$ cat config.mk
export PLATFORM = sky130hd
export DESIGN_NAME = cache_ctrl
export DESIGN_NICKNAME = d
export VERILOG_FILES = /design/src/rtl/cache_pkg.sv /design/src/rtl/cache_addr_gen.sv /design/src/rtl/cache_ctrl.sv
export SDC_FILE = /design/constraint.sdc
export NUM_CORES = 1
export LEC_CHECK = 0
export ABC_CLOCK_PERIOD_IN_PS = 1850
export BUFFER_PORTS_ARGS = -buffer_cell sky130_fd_sc_hd__buf_2
export CAP_MARGIN = 20
export CORE_AREA = 10 10 119 121
export CTS_CLUSTER_SIZE = 20
export DETAILED_ROUTE_END_ITERATION = 10
export DIE_AREA = 0 0 129 131
export PLACE_DENSITY = 0.51
export SETUP_SLACK_MARGIN = 0.3
export SLEW_MARGIN = 10
export SYNTH_ARGS = -nofsm -noshare
export SYNTH_HDL_FRONTEND = slang
export SYNTH_SLANG_ARGS = --single-unit
$ cat constraint.sdc
create_clock -name clk -period 1.85 [get_ports clk]
set_input_delay 0 -clock clk [delete_from_list [all_inputs] [get_ports clk]]
set_output_delay 0 -clock clk [all_outputs]
set_load 0.1 [all_outputs]
$ cat src/rtl/cache_pkg.sv
// rtl/cache_pkg.sv - State encoding and address field layout shared by the cache controller and array
package cache_pkg;

    localparam int DEF_WORD_BITS        = 32;
    localparam int DEF_ADDR_BITS        = 32;
    localparam int DEF_TAG_BITS         = 22;
    localparam int DEF_WORD_BYTES_WIDTH = 2;
    localparam int DEF_LINE_WORDS_WIDTH = 2;
    localparam int DEF_LINE_INDEX_WIDTH = 6;

    // Byte address = {tag, index, word, byte}
    localparam int WORD_LSB  = DEF_WORD_BYTES_WIDTH;
    localparam int INDEX_LSB = DEF_WORD_BYTES_WIDTH + DEF_LINE_WORDS_WIDTH;
    localparam int TAG_LSB   = INDEX_LSB + DEF_LINE_INDEX_WIDTH;

    localparam logic [1:0] ST_IDLE = 2'd0;
    localparam logic [1:0] ST_BACK = 2'd1;
    localparam logic [1:0] ST_FILL = 2'd2;

endpackage

$ cat src/rtl/cache_addr_gen.sv
// rtl/cache_addr_gen.sv - Builds the writeback and refill word addresses for the current line transfer
module cache_addr_gen #(
    parameter int ADDR_BITS        = 32,
    parameter int TAG_BITS         = 22,
    parameter int WORD_BYTES_WIDTH = 2,
    parameter int LINE_WORDS_WIDTH = 2,
    parameter int LINE_INDEX_WIDTH = 6
) (
    input  logic [TAG_BITS-1:0]         victim_tag,
    input  logic [TAG_BITS-1:0]         req_tag,
    input  logic [LINE_INDEX_WIDTH-1:0] index,
    input  logic [LINE_WORDS_WIDTH-1:0] wcnt,
    output logic [ADDR_BITS-1:0]        back_addr,
    output logic [ADDR_BITS-1:0]        fill_addr
);

    assign back_addr = {victim_tag, index, wcnt, {WORD_BYTES_WIDTH{1'b0}}};
    assign fill_addr = {req_tag,    index, wcnt, {WORD_BYTES_WIDTH{1'b0}}};

endmodule

$ cat src/rtl/cache_ctrl.sv
// rtl/cache_ctrl.sv - Direct-mapped cache miss/writeback FSM; CACHE_CTRL_STAT_EN adds hit/miss counters
module cache_ctrl
    import cache_pkg::*;
#(
    parameter int WORD_BITS        = DEF_WORD_BITS,
    parameter int ADDR_BITS        = DEF_ADDR_BITS,
    parameter int TAG_BITS         = DEF_TAG_BITS,
    parameter int WORD_BYTES_WIDTH = DEF_WORD_BYTES_WIDTH,
    parameter int LINE_WORDS_WIDTH = DEF_LINE_WORDS_WIDTH,
    parameter int LINE_INDEX_WIDTH = DEF_LINE_INDEX_WIDTH
) (
    input  logic                 clk,
    input  logic                 rst,
    input  logic                 cpu_req,
    input  logic                 cpu_wen,
    input  logic [ADDR_BITS-1:0] cpu_addr,
    input  logic [WORD_BITS-1:0] cpu_wdata,
    output logic [WORD_BITS-1:0] cpu_rdata,
    output logic                 cpu_stall,
    output logic [ADDR_BITS-1:0] cache_addr,
    output logic                 cache_store,
    output logic                 cache_edit,
    output logic                 cache_invalid,
    output logic [WORD_BITS-1:0] cache_din,
    input  logic                 cache_hit,
    input  logic                 cache_valid,
    input  logic                 cache_dirty,
    input  logic [TAG_BITS-1:0]  cache_tag,
    input  logic [WORD_BITS-1:0] cache_dout,
    output logic                 mem_cs,
    output logic                 mem_we,
    output logic [ADDR_BITS-1:0] mem_addr,
    output logic [WORD_BITS-1:0] mem_wdata,
    input  logic [WORD_BITS-1:0] mem_rdata,
    input  logic                 mem_ack
`ifdef CACHE_CTRL_STAT_EN
    ,
    output logic [31:0]          hit_cnt,
    output logic [31:0]          miss_cnt
`endif
);

    localparam int IDX_LO = WORD_BYTES_WIDTH + LINE_WORDS_WIDTH;
    localparam int TAG_LO = IDX_LO + LINE_INDEX_WIDTH;

    logic [1:0]                  state, state_next;
    logic [LINE_WORDS_WIDTH-1:0] wcnt, wcnt_next;
    logic [ADDR_BITS-1:0]        back_addr, fill_addr;
    logic                        idle_hit, idle_miss, last_word;

    assign idle_hit  = (state == ST_IDLE) && cpu_req && cache_hit;
    assign idle_miss = (state == ST_IDLE) && cpu_req && !cache_hit;
    assign last_word = &wcnt;
    assign cpu_rdata = cache_dout;

    cache_addr_gen #(
        .ADDR_BITS        (ADDR_BITS),
        .TAG_BITS         (TAG_BITS),
        .WORD_BYTES_WIDTH (WORD_BYTES_WIDTH),
        .LINE_WORDS_WIDTH (LINE_WORDS_WIDTH),
        .LINE_INDEX_WIDTH (LINE_INDEX_WIDTH)
    ) u_addr_gen (
        .victim_tag (cache_tag),
        .req_tag    (cpu_addr[ADDR_BITS-1:TAG_LO]),
        .index      (cpu_addr[TAG_LO-1:IDX_LO]),
        .wcnt       (wcnt),
        .back_addr  (back_addr),
        .fill_addr  (fill_addr)
    );

    always_ff @(posedge clk or negedge rst) begin
        if (!rst) begin
            state <= ST_IDLE;
            wcnt  <= '0;
        end else begin
            state <= state_next;
            wcnt  <= wcnt_next;
        end
    end

    always_comb begin
        state_next    = state;
        wcnt_next     = wcnt;
        cpu_stall     = 1'b0;
        cache_addr    = cpu_addr;
        cache_store   = 1'b0;
        cache_edit    = 1'b0;
        cache_invalid = 1'b0;
        cache_din     = cpu_wdata;
        mem_cs        = 1'b0;
        mem_we        = 1'b0;
        mem_wdata     = cache_dout;
        case (state)
            ST_IDLE: begin
                cpu_stall  = idle_miss;
                cache_edit = idle_hit && cpu_wen;
                if (idle_miss) begin
                    wcnt_next  = '0;
                    state_next = (cache_valid && cache_dirty) ? ST_BACK : ST_FILL;
                end
            end
            ST_BACK: begin
                cpu_stall  = 1'b1;
                cache_addr = back_addr;
                mem_cs     = 1'b1;
                mem_we     = 1'b1;
                if (mem_ack) begin
                    // wcnt wraps back to 0 after the last word, ready for FILL
                    wcnt_next = wcnt + 1'b1;
                    if (last_word) state_next = ST_FILL;
                end
            end
            ST_FILL: begin
                cpu_stall  = 1'b1;
                cache_addr = fill_addr;
                mem_cs     = 1'b1;
                if (mem_ack) begin
                    cache_store = 1'b1;
                    cache_edit  = 1'b1;
                    cache_din   = mem_rdata;
                    wcnt_next   = wcnt + 1'b1;
                    if (last_word) state_next = ST_IDLE;
                end
            end
            default: state_next = ST_IDLE;
        endcase
        mem_addr = cache_addr;
    end

`ifdef CACHE_CTRL_STAT_EN
    always_ff @(posedge clk or negedge rst) begin
        if (!rst) begin
            hit_cnt  <= '0;
            miss_cnt <= '0;
        end else begin
            if (idle_hit)  hit_cnt  <= hit_cnt + 32'd1;
            if (idle_miss) miss_cnt <= miss_cnt + 32'd1;
        end
    end
`endif

endmodule

Word level (Yosys, flattened, before mapping)
Cells that the tools add are included.
{"block": "totals", "ff_bits": 4, "input_bits": 158, "output_inout_bits": 166, "elab_cells": 42}
{"block": "classes", "mux": 19, "addsub": 1, "reduce_logical": 12, "eq_ne": 8}
{"cell": "$mux W32", "count": 2}
{"cell": "$pmux W32 S2", "count": 1}
{"cell": "$mux W2", "count": 8}
{"cell": "$ne A2 B2 Y1 const B", "count": 5}
{"cell": "$pmux W2 S3", "count": 1}
{"cell": "$logic_and A1 B1 Y1", "count": 5}
{"cell": "$reduce_and A5 Y1", "count": 1}
{"cell": "$mux W1", "count": 4}
{"cell": "$pmux W1 S2", "count": 2}
{"cell": "$pmux W2 S2", "count": 1}
{"cell": "$reduce_and A3 Y1", "count": 1}
{"cell": "$add A2 B1 Y2 const B", "count": 1}
{"cell": "$eq A2 B1 Y1 const B", "count": 1}
{"cell": "$eq A2 B2 Y1 const B", "count": 1}
{"cell": "$logic_not A2 Y1", "count": 1}
{"cell": "$ne A2 B1 Y1 const B", "count": 1}
{"cell": "$reduce_and A2 Y1", "count": 1}
{"cell": "$reduce_bool A2 Y1", "count": 1}
{"cell": "$reduce_or A2 Y1", "count": 1}
{"cell": "$logic_not A1 Y1", "count": 1}

Logic depth before layout (Yosys ltp)
Gate-level depths: netlist of the first run.
{"block": "depth", "depth_word": 5, "mapped_depth": 6, "mapped_depth_nobuf": 5}

Cells and area by module
Synthesis of the first run repeated with hierarchy kept, for this count alone.
{"block": "unflattened", "cells_unflattened": 347, "hier_area_um2": 2651.3}
{"module": "cache_ctrl", "cells_per_inst": 282, "seq_area_each_um2": 100.1, "n_inst": 1, "area_per_inst_um2": 2167.1}
{"module": "cache_addr_gen", "cells_per_inst": 65, "seq_area_each_um2": 0.0, "n_inst": 1, "area_per_inst_um2": 484.2}

Worst setup path before layout of the first run
Ideal clock, no wire load.
{"block": "synth_timing", "kind": "reg-to-output", "startpoint": "reg state[0]", "endpoint": "out mem_addr[2]", "n_path_buf": 2, "required_time_ns": 1.850, "path_slack_ns": -1.874, "stages_incl_launch_ff": 7, "arrival_time_ns": 3.724, "cell_sequence": "dfrtp_1 inv_1 ha_1 buf_2 nand2_1 o22ai_1 buf_4"}
{"block": "synth_between", "elab_chain_cells": 2, "word_cells_on_any_way": 3, "cone_classes": "2 x eq/ne; 1 x mux"}
{"element": "start: declaration", "line_no": "cache_ctrl.sv:46", "text": "logic [1:0] state, state_next;"}
{"element": "start signal: assignment", "line_no": "cache_ctrl.sv:76", "text": "state <= state_next;"}
{"element": "$eq A2 B2 Y1 or $eq A2 B1 Y1 (tied branches)", "line_no": "cache_ctrl.sv:93", "text": "case (state)"}
{"element": "$pmux W32 S2 (*)", "line_no": "cache_ctrl.sv:93"}
{"element": "end: declaration", "line_no": "cache_ctrl.sv:32", "text": "output logic [ADDR_BITS-1:0] mem_addr,"}
Mark *: on every way between the ends. The rest lies on a longest branch, timed or not.

Worst setup path in the final report of the first run
{"block": "layout_timing", "startpoint": "reg state[1]", "endpoint": "out cache_addr[24]"}
{"block": "layout_between", "elab_chain_cells": 2, "word_cells_on_any_way": 3, "cone_classes": "2 x eq/ne; 1 x mux"}
{"element": "$eq A2 B2 Y1 or $eq A2 B1 Y1 (tied branches)", "line_no": "cache_ctrl.sv:93"}
{"element": "$pmux W32 S2 (*)", "line_no": "cache_ctrl.sv:93"}
{"element": "end: declaration", "line_no": "cache_ctrl.sv:20", "text": "output logic [ADDR_BITS-1:0] cache_addr,"}
Marked as above.

==> impl_metrics.json, run 1 <==
{
  "die_x_microns": 129,
  "syn-cell-area_sq_um": 1890,
  "rsz0062_at_grt": "true",
  "finalMaxSlewViolations": 0,
  "fmax_mhz": 567,
  "root_buffer": "clkbuf_16",
  "final.period_utilization_pct": 95.3,
  "worst-endpoint-required_ps": 1850,
  "antenna_found_initial": 0,
  "cp_slowest_cell": "dfrtp_1",
  "nNetsFinal": 502,
  "cts_tree": "built",
  "worstPathMaxFanout": 5,
  "gp_congestion": 0.752,
  "die_y_microns": 131,
  "synth.avg_cell_area_sq_um": 8.81,
  "synth_cells": 214,
  "reg2reg_depth": 7,
  "start_util_pct": 16.0,
  "io_buffers": 208,
  "r2r_end": "wcnt[0]$_DFFE_PN0P_",
  "area_growth_pct": 134,
  "yosysSeqAreaShare_pct": 5.31,
  "critPathBufInv": 3,
  "setup_viol": 0,
  "worstSetupEndpointType": "output pin",
  "ant_nets": 0,
  "place_inst": 462,
  "dr.pass1.iters": 4,
  "cts_num_sinks": 4,
  "dp_hpwl_mm": 7.56,
  "drc": 0,
  "instances_no_fill": 484,
  "critical_path.top_delay_family": "buffers and inverters",
  "ios": 324,
  "maxCapViolations": 0,
  "ys_types": 27,
  "critPathMaxStageDelay_ps": 390,
  "wl_mm": 9.53,
  "holdCritStartpoint": "cpu_addr[8]",
  "cts_buffers": 3,
  "grt_pass1_vias": 2266,
  "h-tree-depth": 1,
  "hold_depth": 0,
  "min_to": "mem_addr[8]",
  "grt_pass1_wl_mm": 12.9,
  "diodes": 0,
  "core_sq_um": 11800,
  "ys_warn_count": 0,
  "worst_hold_path_type": "input pin to output pin",
  "arrival_ps": 1760,
  "layout-drive-gt1-share_pct": 92.0,
  "synth_nets": 377,
  "die_area_sq_um": 16900,
  "drt-vias-per-instance": 4.02,
  "ys_ff_latch": 4,
  "grt_overflow": 0,
  "post_drt_wl_per_cell_microns": 19.7,
  "grt_max_degree": 12,
  "clockBufferDepth": 2,
  "period_minus_slack_ps": 1760,
  "synthTopCellsByArea": "buf_4 41%, mux2_4 22%, a22o_1 10%",
  "status": "finished, final reports clean",
  "rows": 40,
  "track_usage_pct": 9.63,
  "skew_ps": 1.76,
  "insertion_delay_ps": 220,
  "startpoint_type": "flop",
  "drtIter0Drc": 50,
  "path_class": "flop to output pin",
  "reg2reg_slack_ps": 220,
  "vias": 1948,
  "yosys.area.top_type_share_pct": 41.0,
  "synth_area_leader_cell": "buf_4",
  "crit_chain": "buf_6 > ha_4 > nand2b_4 > clkbuf_16 > a22o_4 > buf_12",
  "r2r-start": "state[1]$_DFFE_PN0P_",
  "clk_pin_slew_worst_paths_ps": 30,
  "finalHoldViolations": 0
}
placed cells by master (no fill, tap or decap):
master and count:
nor2_4 1, buf_16 4, nand2_8 1, nand2_2 1, mux2_4 32, buf_12 91
nand2b_1 1, nand3_1 2, inv_1 3, dfrtp_1 4, o22ai_4 2, nor2_1 1
inv_2 2, conb_1 1, a211o_1 2, clkinvlp_4 1, ha_4 3, a21oi_2 1
a2bb2oi_2 1, ha_1 2, buf_2 121, dlygate4sd3_1 1, and2_4 1, mux2i_1 2
nor2_2 1, clkbuf_16 6, a211oi_2 1, buf_6 4, nand2b_4 1, nand4_1 1
a31oi_4 1, nor2b_4 2, a22o_4 22, a21o_1 1, nand2_4 2, and3b_1 2
buf_4 6, buf_8 2, a21oi_1 2, nand2_1 2
layer usage:
metal	vias up	part of all wire [%]	GRT usage [%]	routed length (microns)
li1	883	-	-	-
met5	-	0	0	0
met3	7	15	6.04	1460
met2	168	52	18.2	4950
met4	0	0.62	2.27	59
met1	890	32	8.38	3060
cell usage after synthesis, drive strengths merged:
cell type and n:
buf 112, mux2 32, a22o 22, inv 6, nand2 6, ha 5, dfrtp 4, a21oi 3
nor2 3, a211o 2, and3b 2, mux2i 2, nand2b 2, nand3 2, nor2b 2, o22ai 2
a211oi 1, a21o 1, a2bb2oi 1, a31oi 1, and2 1, conb 1, nand4 1
logic make-up after synthesis:
group	count (synthesis)	synth area share, %
buf+inv	118	45.6
mux	34	25.7
compound gates	33	14.2
simple gates	19	5.64
fa+ha+maj	5	3.32
flops	4	5.31
other cells	1	0.199
worst reg2reg max path: stages, from the launching register on:
cell and delay [ps]:
dfrtp_1 370, inv_2 80, ha_4 310, buf_4 120, buf_8 120, nor2_1 50, a21o_1 170, a211o_1 280
state kept, by name (all words and copies together) (netlist names):
register,flops
wcnt,2
state,2
area by class of cell:
type,count,area (sq um)
clock buffer,3,75.1
fill,1128,7390
inverter,6,26.3
multi-input combinational,92,1290
sequential,4,100
tap,147,184
timing repair buffer,232,2740
per-stage QoR:
step / instance area, sq um / setup WS (ps) / setup TNS [ps] / hold WS [ps] / util, %
after floorplan: 2480 / -217 / -3060 / -296 / -
after global placement: 3800 / 124 / 0 / -192 / 32.1
after detailed placement: 3800 / 58.1 / 0 / -187 / 32.1
after CTS: 4180 / 84.5 / 0 / 0.994 / 35.4
after global routing: 4420 / 39.2 / 0 / 0.214 / 37.4
final: 4420 / 87.4 / 0 / 0.0562 / 37.4
worst max-delay path by stage:
stage | start | end | slack, ps | cells past startpoint
global route | state[1]$_DFFE_PN0P_ | mem_addr[27] | 40 | 6
detailed placement | state[0]$_DFFE_PN0P_ | cache_addr[27] | 60 | 6
global placement | state[0]$_DFFE_PN0P_ | cache_addr[27] | 120 | 6
CTS | state[1]$_DFFE_PN0P_ | mem_addr[11] | 80 | 6
floorplan | state[0]$_DFFE_PN0P_ | mem_addr[2] | -220 | 6
finish | state[1]$_DFFE_PN0P_ | cache_addr[24] | 90 | 6
what timing repair did:
action,in CTS,in global routing
endpoints found under the hold margin,4,0
pin swaps,14,14
gates cloned,4,3
endpoints found under the setup margin,88,90
resized for setup,39,30
setup buffers,7,4
hold buffers,1,0
Power of run 1 is left out: the tool's default activity adds up to more than one toggle a clock period on the data nets, which glitch-free logic cannot reach.
==> run 2: changes to the inputs <==
--- a/config.mk
+++ b/config.mk
@@ -5,7 +5,7 @@
 export SDC_FILE = /design/constraint.sdc
 export NUM_CORES = 1
 export LEC_CHECK = 0
-export ABC_CLOCK_PERIOD_IN_PS = 1850
+export ABC_CLOCK_PERIOD_IN_PS = 1860
 export BUFFER_PORTS_ARGS = -buffer_cell sky130_fd_sc_hd__buf_2
 export CAP_MARGIN = 20
 export CORE_AREA = 10 10 119 121
==> constraint.sdc (replaced) <==
create_clock -name clk -period 1.86 [get_ports clk]
set_input_delay 0 -clock clk [delete_from_list [all_inputs] [get_ports clk]]
set_output_delay 0 -clock clk [all_outputs]
set_load 0.1 [all_outputs]
==> run 2 against run 1 <==
Effect of this change:
- critical path depth is 1 higher
- utilization is 0.81 points lower
- register-to-register slack worse by 20 ps
- hold slack about the same
- die area is the same
- routed wire length fell by 4.7%
- critical endpoint is now cache_addr[30]
- largest cell class unchanged
==> impl_metrics.json, run 2 (synthesis results as in run 1) <==
{
  "drtIter0Drc": 32,
  "grt_overflow": 0,
  "area_growth_pct": 129,
  "io_buffers": 208,
  "fillCellCount": 1131,
  "die_area_sq_um": 16900,
  "finalMaxSlewViolations": 0,
  "holdCritStartpoint": "cache_dout[15]",
  "path_class": "flop to output pin",
  "final.period_utilization_pct": 96.2,
  "skew_ps": 1.52,
  "core_sq_um": 11800,
  "cts_buffers": 3,
  "drt-vias-per-instance": 3.98,
  "gp_congestion": 0.735,
  "multiInputGateArea_sq_um": 1270,
  "dpl_cell_area_sq_um": 3800,
  "worst_hold_path_type": "input pin to output pin",
  "post_drt_wl_per_cell_microns": 18.8,
  "die_x_microns": 129,
  "finalHoldViolations": 0,
  "cts_tree": "built",
  "period_minus_slack_ps": 1790,
  "wl_mm": 9.09,
  "diodes": 0,
  "regArea_sq_um": 101,
  "root_buffer": "clkbuf_16",
  "final_area_sq_um": 4320,
  "reg2reg_slack_ps": 200,
  "rows": 40,
  "cts_num_sinks": 4,
  "arrival_ps": 1790,
  "clk_pin_slew_worst_paths_ps": 30,
  "track_usage_pct": 9.24,
  "drc": 0,
  "rsz0062_at_grt": "true",
  "nNetsFinal": 502,
  "h-tree-depth": 1,
  "reg2reg_depth": 7,
  "antenna_found_initial": 1,
  "grt_pass1_vias": 2142,
  "dp_hpwl_mm": 7.39,
  "ant_nets": 0,
  "fmax_mhz": 559,
  "hold_depth": 0,
  "mostFrequentLayoutCells": "121 x buf_2, 87 x buf_12, 29 x mux2_4",
  "start_util_pct": 16.0,
  "dr.pass1.iters": 4,
  "final_common_cell": "buf_2",
  "layout-drive-gt1-share_pct": 91.4,
  "utilization_pct": 36.6,
  "clockBufferDepth": 2,
  "startpoint_type": "flop",
  "worstSetupEndpointType": "output pin",
  "grt_max_degree": 19,
  "insertion_delay_ps": 220,
  "biggestRegsByFlops": "state (2), wcnt (2)",
  "status": "finished, final reports clean",
  "setup_viol": 0,
  "worst-endpoint-required_ps": 1860,
  "ios": 324,
  "maxCapViolations": 0,
  "grt_pass1_wl_mm": 12.4,
  "die_y_microns": 131,
  "vias": 1928,
  "min_to": "cpu_rdata[15]",
  "r2r-start": "state[1]$_DFFE_PN0P_",
  "worstPathMaxFanout": 5,
  "r2r_end": "wcnt[0]$_DFFE_PN0P_"
}
run 2: cell count changes in the layout (fill, tap and decap cells not counted), sizes merged:
cell      delta
buf          +1
clkbuf       -1
clkinvlp     -1
inv          +1
run 2: per-stage QoR:
step                      cells  setup TNS [ps]  hold slack, ps  worst slack, ps
after global routing        484               0           0.223             31.7
after global placement      463               0            -188              141
after floorplan             214           -2820            -296             -207
final                       484               0          0.0235             71.2
after detailed placement    463               0            -186             75.0
after CTS                   475               0           0.994             71.3
run 2: layer usage:
layer / track usage [%] / routed length [microns] / part of all wire, % / vias up
li1: - / - / - / 880
met3: 5.28 / 1280 / 14 / 19
met5: 0 / 0 / 0 / -
met4: 2.94 / 106 / 1.2 / 0
met2: 16.9 / 4730 / 52 / 160
met1: 8.50 / 2980 / 33 / 869
run 2: cell type report:
type	instances	share of cell area (%)
inverters	6	0.579
well taps	147	4.25
flip-flops and latches	4	2.34
multi-input cells	92	29.4
clock buffers	3	1.74
repair buffers	232	61.6
run 2: critical path, cell delays in order, from the launching register on:
cell and delay, ps:
dfrtp_1 430, inv_2 90, buf_6 130, ha_4 170, and2_4 170, clkbuf_16 170, a22o_4 240, buf_12 170
run 2: worst max path at each step:
stage | to | cells after the start | from
after floorplan | mem_addr[2] | 6 | state[0]$_DFFE_PN0P_
after global placement | mem_addr[27] | 6 | state[0]$_DFFE_PN0P_
after detailed placement | cache_addr[30] | 6 | state[0]$_DFFE_PN0P_
after CTS | mem_addr[21] | 7 | state[1]$_DFFE_PN0P_
after global routing | cache_addr[30] | 7 | state[1]$_DFFE_PN0P_
final | cache_addr[30] | 7 | state[1]$_DFFE_PN0P_
run 2: repair_timing:
action / in CTS / in global routing
resized for setup: 45 / 15
endpoints found under the hold margin: 4 / 0
hold buffers: 1 / 0
buffers inserted: 6 / 6
pin swaps: 15 / 14
setup endpoints to repair: 88 / 88
cloned: 2 / 3
Power of run 2 is left out for the same reason.
